===== src/rtl/base64_stream_encoder_if.sv =====
// Stream bundle for the Base64 encoder: byte beats in, ASCII beats out.
// Each side transfers when valid && ready are both high at a rising clk edge.
interface base64_stream_encoder_if #(
  parameter int GROUPS = 20
);
  localparam int IW = 24 * GROUPS;
  localparam int OW = 32 * GROUPS;
  localparam int BW = $clog2(3 * GROUPS + 1);
  localparam int CW = $clog2(4 * GROUPS + 1);

  logic          in_valid;
  logic          in_ready;
  logic [IW-1:0] in_data;
  logic          in_last;
  logic [BW-1:0] in_bytes;
  logic          url_safe;
  logic          out_valid;
  logic          out_ready;
  logic [OW-1:0] out_data;
  logic          out_last;
  logic [CW-1:0] out_chars;

  modport master (
    output in_valid, in_data, in_last, in_bytes, url_safe, out_ready,
    input  in_ready, out_valid, out_data, out_last, out_chars
  );

  modport slave (
    input  in_valid, in_data, in_last, in_bytes, url_safe, out_ready,
    output in_ready, out_valid, out_data, out_last, out_chars
  );
endinterface


===== src/rtl/base64_stream_encoder.sv =====
// Two-stage streaming Base64 encoder: S1 captures a beat, S2 holds the ASCII
// result. Supports partial last beats, '=' padding and a URL-safe alphabet.
module base64_stream_encoder #(
  parameter int GROUPS = 20,
  parameter bit PAD_EN = 1'b1,
  parameter int CNT_W  = 16
) (
  input  logic                       clk,
  input  logic                       rst,
  base64_stream_encoder_if.slave     bus,
  output logic [CNT_W-1:0]           frame_cnt
);
  localparam int IW = 24 * GROUPS;
  localparam int OW = 32 * GROUPS;
  localparam int NB = 3 * GROUPS;
  localparam int BW = $clog2(3 * GROUPS + 1);
  localparam int CW = $clog2(4 * GROUPS + 1);

  logic          adv1, adv2;
  logic          s1_valid, s1_url, s1_last;
  logic [IW-1:0] s1_data;
  logic [BW-1:0] s1_n, n_eff;
  logic          s2_valid, s2_last;
  logic [OW-1:0] s2_data, enc;
  logic [CW-1:0] s2_chars, enc_chars;

  function automatic logic [7:0] b64_char(input logic [5:0] idx, input logic url);
    logic [7:0] ch;
    if (idx < 6'd26)       ch = 8'h41 + {2'b00, idx};
    else if (idx < 6'd52)  ch = 8'h61 + {2'b00, idx} - 8'd26;
    else if (idx < 6'd62)  ch = 8'h30 + {2'b00, idx} - 8'd52;
    else if (idx == 6'd62) ch = url ? 8'h2D : 8'h2B;
    else                   ch = url ? 8'h5F : 8'h2F;
    return ch;
  endfunction

  assign adv2 = !s2_valid || bus.out_ready;
  assign adv1 = !s1_valid || adv2;

  assign bus.in_ready  = adv1;
  assign bus.out_valid = s2_valid;
  assign bus.out_data  = s2_data;
  assign bus.out_last  = s2_last;
  assign bus.out_chars = s2_chars;

  // Oversized byte counts are clamped to a full beat.
  always_comb begin
    n_eff = BW'(NB);
    if (bus.in_last && bus.in_bytes != '0)
      n_eff = (int'(bus.in_bytes) > NB) ? BW'(NB) : bus.in_bytes;
  end

  always_comb begin : enc_p
    logic [IW-1:0] masked;
    logic [23:0]   word;
    int            avail;
    masked = '0;
    word   = '0;
    avail  = 0;
    enc    = '0;
    // Bytes past n are zeroed so they cannot leak into the last group's bits.
    for (int b = 0; b < NB; b++)
      if (b < int'(s1_n)) masked[IW-1-8*b -: 8] = s1_data[IW-1-8*b -: 8];
    for (int g = 0; g < GROUPS; g++) begin
      word  = masked[IW-1-24*g -: 24];
      avail = int'(s1_n) - 3 * g;
      if (avail > 0) begin
        for (int c = 0; c < 4; c++) begin
          if (c <= avail) enc[OW-1-32*g-8*c -: 8] = b64_char(word[23-6*c -: 6], s1_url);
          else            enc[OW-1-32*g-8*c -: 8] = PAD_EN ? 8'h3D : 8'h00;
        end
      end
    end
  end

  always_comb begin : chars_p
    int n, q, r;
    n = int'(s1_n);
    q = n / 3;
    r = n % 3;
    if (PAD_EN) enc_chars = CW'(4 * q + ((r != 0) ? 4 : 0));
    else        enc_chars = CW'(4 * q + ((r != 0) ? r + 1 : 0));
  end

  always_ff @(posedge clk) begin
    if (rst) begin
      s1_valid  <= 1'b0;
      s2_valid  <= 1'b0;
      s2_data   <= '0;
      s2_last   <= 1'b0;
      s2_chars  <= '0;
      frame_cnt <= '0;
    end else begin
      if (adv1) begin
        s1_valid <= bus.in_valid;
        if (bus.in_valid) begin
          s1_data <= bus.in_data;
          s1_url  <= bus.url_safe;
          s1_last <= bus.in_last;
          s1_n    <= n_eff;
        end
      end
      if (adv2) begin
        s2_valid <= s1_valid;
        if (s1_valid) begin
          s2_data  <= enc;
          s2_last  <= s1_last;
          s2_chars <= enc_chars;
        end
      end
      if (s2_valid && bus.out_ready && s2_last) frame_cnt <= frame_cnt + 1'b1;
    end
  end
endmodule


===== src/flat_wrapper.sv =====
// flat-port wrapper written by rule: the top's interface ports become plain ports
module base64_stream_encoder_flat 
#(
  parameter int GROUPS = 20,
  parameter bit PAD_EN = 1'b1,
  parameter int CNT_W  = 16
)
  (clk, rst, frame_cnt, bus_in_valid, bus_in_data, bus_in_last, bus_in_bytes, bus_url_safe, bus_out_ready, bus_in_ready, bus_out_valid, bus_out_data, bus_out_last, bus_out_chars);
  base64_stream_encoder_if #(.GROUPS(GROUPS)) bus_i ();
  input  logic clk;
  input  logic rst;
  output logic [CNT_W-1:0] frame_cnt;
  input wire logic [$bits(bus_i.in_valid)-1:0] bus_in_valid;
  input wire logic [$bits(bus_i.in_data)-1:0] bus_in_data;
  input wire logic [$bits(bus_i.in_last)-1:0] bus_in_last;
  input wire logic [$bits(bus_i.in_bytes)-1:0] bus_in_bytes;
  input wire logic [$bits(bus_i.url_safe)-1:0] bus_url_safe;
  input wire logic [$bits(bus_i.out_ready)-1:0] bus_out_ready;
  output wire logic [$bits(bus_i.in_ready)-1:0] bus_in_ready;
  output wire logic [$bits(bus_i.out_valid)-1:0] bus_out_valid;
  output wire logic [$bits(bus_i.out_data)-1:0] bus_out_data;
  output wire logic [$bits(bus_i.out_last)-1:0] bus_out_last;
  output wire logic [$bits(bus_i.out_chars)-1:0] bus_out_chars;
  assign bus_i.in_valid = bus_in_valid;
  assign bus_i.in_data = bus_in_data;
  assign bus_i.in_last = bus_in_last;
  assign bus_i.in_bytes = bus_in_bytes;
  assign bus_i.url_safe = bus_url_safe;
  assign bus_i.out_ready = bus_out_ready;
  assign bus_in_ready = bus_i.in_ready;
  assign bus_out_valid = bus_i.out_valid;
  assign bus_out_data = bus_i.out_data;
  assign bus_out_last = bus_i.out_last;
  assign bus_out_chars = bus_i.out_chars;
  base64_stream_encoder #(.GROUPS(GROUPS), .PAD_EN(PAD_EN), .CNT_W(CNT_W)) u_core (.clk(clk), .rst(rst), .bus(bus_i), .frame_cnt(frame_cnt));
endmodule

===== config.mk =====
export PLATFORM = sky130hd
export DESIGN_NAME = base64_stream_encoder_flat
export DESIGN_NICKNAME = d
export VERILOG_FILES = /design/src/rtl/base64_stream_encoder_if.sv /design/src/rtl/base64_stream_encoder.sv /design/src/flat_wrapper.sv
export SDC_FILE = /design/constraint.sdc
export NUM_CORES = 2
export LEC_CHECK = 0
export CAP_MARGIN = 20
export CELL_PAD_IN_SITES_DETAIL_PLACEMENT = 1
export CELL_PAD_IN_SITES_GLOBAL_PLACEMENT = 2
export CORE_ASPECT_RATIO = 1.2
export CORE_UTILIZATION = 33
export CTS_CLUSTER_DIAMETER = 40
export DETAILED_ROUTE_END_ITERATION = 8
export PLACE_DENSITY = 0.86
export SYNTH_ARGS = -nofsm -noshare
export SYNTH_HDL_FRONTEND = slang
export SYNTH_SLANG_ARGS = --single-unit
export TNS_END_PERCENT = 100

===== constraint.sdc =====
create_clock -name clk -period 24.1 [get_ports clk]
set_clock_uncertainty 0.05 [all_clocks]
set_input_delay 6.025 -clock clk [delete_from_list [all_inputs] [get_ports clk]]
set_output_delay 6.025 -clock clk [all_outputs]
set_load 0.02 [all_outputs]

* After elaboration in Yosys (flattened, before gate mapping)
Index checks and enable logic that the tools add are counted.
** Word-level totals
- Bits in latches :: 0
- Bits in read-only memories :: 0
- Memories kept :: 0
- Logic and storage cells :: 1411
- Flip-flop bits (word level) :: 1154
- Bits of input ports :: 492
- RAM bits :: 0
** Operators by class
- Order comparisons :: 401
- Multiply operators :: 0
- Equality and inequality tests :: 80
- Multiplexer cells :: 483
- Shifts and indexed selects :: 0
- Bitwise gates (word level) :: 2
- Divide/modulo/power cells :: 2
- $add $sub $neg :: 421
- Reductions and logical operators :: 12
** Operator list (number)
- two-way mux 8 bit :: 460
- adder 7 x 6 -> 8 bit, first input constant :: 160
- less-or-equal comparator 3 x 32 -> 1 bit, first input constant :: 38
- less-than comparator 6 bit, second input constant :: 160
- two-way mux 32 bit :: 20
- subtractor 8 x 5 -> 8 bit, second input constant :: 80
- subtractor 8 x 6 -> 8 bit, second input constant :: 80
- > comparator 32 x 1 -> 1 bit, second input constant :: 19
- less-or-equal comparator 1 x 32 -> 1 bit, first input constant :: 19
- less-or-equal comparator 2 x 32 -> 1 bit, first input constant :: 19
- adder 6 x 6 -> 7 bit, first input constant :: 80
- == test 6 bit, second input constant :: 80
- less-than comparator 6 x 5 -> 1 bit, second input constant :: 80
- less-than comparator 6 bit, first input constant :: 28
- less-than comparator 5 x 6 -> 1 bit, first input constant :: 16
- subtractor 6 x 6 -> 7 bit, second input constant :: 9
- less-than comparator 4 x 6 -> 1 bit, first input constant :: 8
- subtractor 6 x 5 -> 7 bit, second input constant :: 5
- divider 7 x 3 -> 32 bit, second input constant :: 1
- remainder unit 7 x 3 -> 32 bit, second input constant :: 1
- nonzero test 32 bit :: 1
- less-than comparator 3 x 6 -> 1 bit, first input constant :: 4
- subtractor 6 x 4 -> 7 bit, second input constant :: 3
- adder 16 x 1 -> 16 bit, second input constant :: 1
- 19 further kinds :: 29

* Depth between registers and ports, before layout
- Word-level depth :: 9
- Mapped depth :: 29
- Gate-level depth less buffers :: 27

* Least setup slack after synthesis
No wires, ideal clock.
- Kind :: input-to-reg
- Start :: input port rst
- End :: register u_core.s1_data[0] (enable)
- Setup time :: 0.920 ns
- Stages on the path :: 3
- Setup slack :: 5.580 ns
- Data arrival time :: 17.550 ns
- Path through :: clkbuf_1 -> clkbuf_1 -> and3b_1
** On the way
- Word-level cells in the longest chain between the ends :: 2
** Ends and longest elaborated chain
- start: declaration :: line flat_wrapper.sv:11 : input logic rst;
- inverter 1 bit (no line)
- AND reduction 3 bit (no line)
- end signal: assignment :: line base64_stream_encoder.sv:97 : s1_data <= bus.in_data;
- end: declaration :: line base64_stream_encoder.sv:21 : logic [IW-1:0] s1_data;
No other way between the ends.
A chain may end at the register's enable or synchronous reset.

* Worst setup path in the final report
- Start :: input port bus_out_ready
- End :: output port bus_in_ready
** On the way
- Word-level cells in the longest chain between the ends :: 2
** Ends and longest elaborated chain
- start: declaration :: line flat_wrapper.sv:18 : input wire logic [$bits(bus_i.out_ready)-1:0] bus_out_ready;
- logical OR 1 bit :: line base64_stream_encoder.sv:37 : assign adv2 = !s2_valid || bus.out_ready;
- logical OR 1 bit :: line base64_stream_encoder.sv:38 : assign adv1 = !s1_valid || adv2;
- end: declaration :: line flat_wrapper.sv:19 : output wire logic [$bits(bus_i.in_ready)-1:0] bus_in_ready;
No other way between the ends.

==> impl_metrics.tcl <==
set metrics [dict create \
    status "finished, final reports clean" \
    ys_async_sr_fraction 0 \
    htree_levels 4 \
    post-cts-setup-buffer-count 0 \
    maxCapViolCount 0 \
    p_seq_frac 0.333 \
    ys.flop_type "dfxtp_1" \
    path_class "in -> out" \
    ant_nets 0 \
    irDropWorstVdd_uv 67.5 \
    synth_area_leader_cell "edfxtp_1" \
    layout.cells.non_filler 15200 \
    crit_fanout 5 \
    drtPass1Iterations 8 \
    syn_inst 10600 \
    tns_ns 0 \
    cts_buffers 221 \
    portBuffers 1155 \
    worstPathRequired_ns 18.03 \
    synth-edff-count 488 \
    clock-sinks 1152 \
    p_int_mw 4.55 \
    drive_gt1_frac 0.0544 \
    power_frac_comb 0.176 \
    grt_max_degree 175 \
    maxSlewHeadroom 0.202 \
    fin_crit_sh 0.571 \
    antenna_found_initial 59 \
    fillers 30000 \
    synth.top_cell.area_share 0.174 \
    grt_setup_unrepaired "no" \
    hold_path_class "reg -> reg" \
    synth_common_cells "nand2_1 (1,345), a21oi_1 (1,220), nor2_1 (953), ha_1 (832), dfxtp_1 (664)" \
    die_h_um 555 \
    ys_types 104 \
    io_pins 1158 \
    r2r_slack_ns 16.56 \
    via_per_inst 5.63 \
    coreArea_um2 253000 \
    p_sw_frac 0.305 \
    grt_pass1_wl_um 568000 \
    clkLatencyLatePin_ns 0.92 \
    wirelength_um 387000 \
    path_clk_slew_ns 0.05 \
    detail_route.wl_per_cell_um 25.5 \
    ys_seq_area_frac 0.333 \
    initial_utilization 0.333 \
    syn-mean-instance-area_um2 7.95 \
    worstPathCellList "clkdlybuf4s50_1 > nor2b_1 > nand2_1 > clkdlybuf4s50_1" \
    area_growth_pct 27.2 \
    yosysWarnings 0 \
    period_needed_ns 13.76 \
    die-width_um 463 \
    arrival_ns 7.69 \
    postCtsHoldBufs 0 \
    cp-end-kind "output pin" \
    cpMaxStageDelayCell "clkdlybuf4s50_1" \
    drv_slew 0 \
    setup_viol 0 \
    dpl.hpwl_um 296000 \
    synthesis.area_um2 84000 \
    hold_viol_final 0 \
    dp.cells 14700 \
    post-route-drc-count 0 \
    nNetsFinal 12900 \
    cts_buffer_depth 4 \
    grt_util_all_layers 0.288 \
    gp_congestion 0.929 \
    crit_top_cell "clkdlybuf4s50_1" \
    synthMostInstantiatedCell "nand2_1" \
    powerDensity_nw_per_um2 61.3 \
    maxClockFrequency_mhz 72.7 \
    via_count 85400 \
    drtIter0Drc 5056 \
    max_slew.worst_pin.slew_ns 1.20 \
    ys_seq_elements 1152 \
    start_kind "primary input" \
    dieArea_um2 257000 \
    cts_root_buf "clkbuf_16" \
    synth_area_leaders "edfxtp_1 (17%), dfxtp_1 (16%), ha_1 (12%), a21oi_1 (7.3%), nand2_1 (6.0%)" \
    cts_tree "built" \
    grt_pass1_vias 87500 \
    grt-ovfl-total 0 \
    switchingPower_mw 2.00 \
    power_leakage_nw 42.2 \
    cts_resized 0 \
    slowest_delay_ns 0.58 \
    rows 202 \
    pwr-share-clk 0.491 \
]
[layout make-up]
type	instances	area, um^2	area share
diodes	27	67.6	0.000632
clock buffers	261	5950	0.0556
clock inverters	147	1690	0.0158
inverters	684	2570	0.0241
multi-input cells	8249	51700	0.484
flip-flops and latches	1152	27900	0.262
well taps	3366	4210	0.0394
repair buffers	1300	12700	0.119
[path summary, 6_finish.rpt]
path,from,end,cells after the start
max,bus_out_ready,bus_in_ready,4
min,u_core.bus.out_data[528],u_core.bus.out_data[528],2
max reg2reg,u_core.s1_n[4],u_core.bus.out_chars[6],26
min reg2reg,u_core.bus.out_data[528],u_core.bus.out_data[528],2
[worst max-delay path, delay by kind of cell]
family                 cells  cell delay, ns
and+or+nand+nor            2            0.65
buffers and inverters      2            1.01
[cells in the final DEF (no fill, tap or decap), types with 25 or more instances in the layout]
cell	instances
a311oi_1	25
xnor2_1	428
nand2b_1	108
nor2_1	950
and2_1	41
a21o_1	48
nand2_1	1345
diode_2	27
nand4_1	184
ha_1	828
clkdlybuf4s50_1	1154
o311ai_0	34
a31oi_1	145
o31ai_1	40
nor3b_1	39
nand3_1	417
inv_6	40
inv_1	660
nor4_1	30
o22ai_1	27
a211oi_1	119
a22oi_1	219
a32oi_1	54
edfxtp_1	488
a21oi_1	1218
clkbuf_16	226
dfxtp_1	664
o21ai_0	655
buf_4	137
mux2i_1	79
and3_1	108
xor2_1	115
o211ai_1	212
nor2b_1	128
o21a_1	28
o21ai_1	62
nor3_1	214
clkinv_1	27
[cells by family (layout without fill, tap and decap cells)]
group                      Yosys count  count (layout)  synth area share
xor gates and xnor gates           544             544            0.0569
AOI/OAI and AO/OA                 3115            3115             0.224
other                                1              29         0.0000446
buffers and inverters             1173            2392            0.0543
and+or+nand+nor                   3670            3670             0.198
muxes                               86              86            0.0103
DFF                               1152            1152             0.333
adders and majority gates          832             832             0.124
[flip-flops by register name (all words and copies together) (netlist names)]
| name | count |
|---|---|
| u_core.s1_data | 480 |
| u_core.s1_last | 1 |
| u_core.bus.out_data | 640 |
| u_core.bus.out_last | 1 |
| u_core.bus.out_chars | 5 |
| u_core.s1_url | 1 |
| u_core.s1_n | 6 |
| u_core.frame_cnt | 16 |
| u_core.s1_valid | 1 |
| u_core.bus.out_valid | 1 |
[stage by stage]
stage	utilization	hold WS [ns]	power, mW	area (um^2)	worst slack (ns)
CTS	0.422	0.405	6.60	107000	10.33
floorplan	-	0.421	2.90	84100	5.58
global placement	0.392	0.392	3.33	99000	10.41
detailed placement	0.392	0.398	3.36	99000	10.35
global route	0.423	0.416	6.78	107000	10.26
finish	0.423	0.401	6.55	107000	10.34
[metal layers]
metal	share of wire	vias up	global-route usage
met3	0.061	694	0.0581
met2	0.48	2438	0.500
li1	-	39800	-
met5	0.00075	-	0
met1	0.41	42500	0.338
met4	0.050	42	0.133
[power groups by stage]
stage | registers [mW] | logic [mW] | clock network, mW
after floorplan | 2.26 | 0.640 | 0
after global routing | 2.18 | 1.25 | 3.35
after detailed placement | 2.22 | 1.14 | 0
final | 2.18 | 1.15 | 3.21
after global placement | 2.22 | 1.11 | 0
after CTS | 2.18 | 1.15 | 3.27
(Power assumes the default switching activity.)
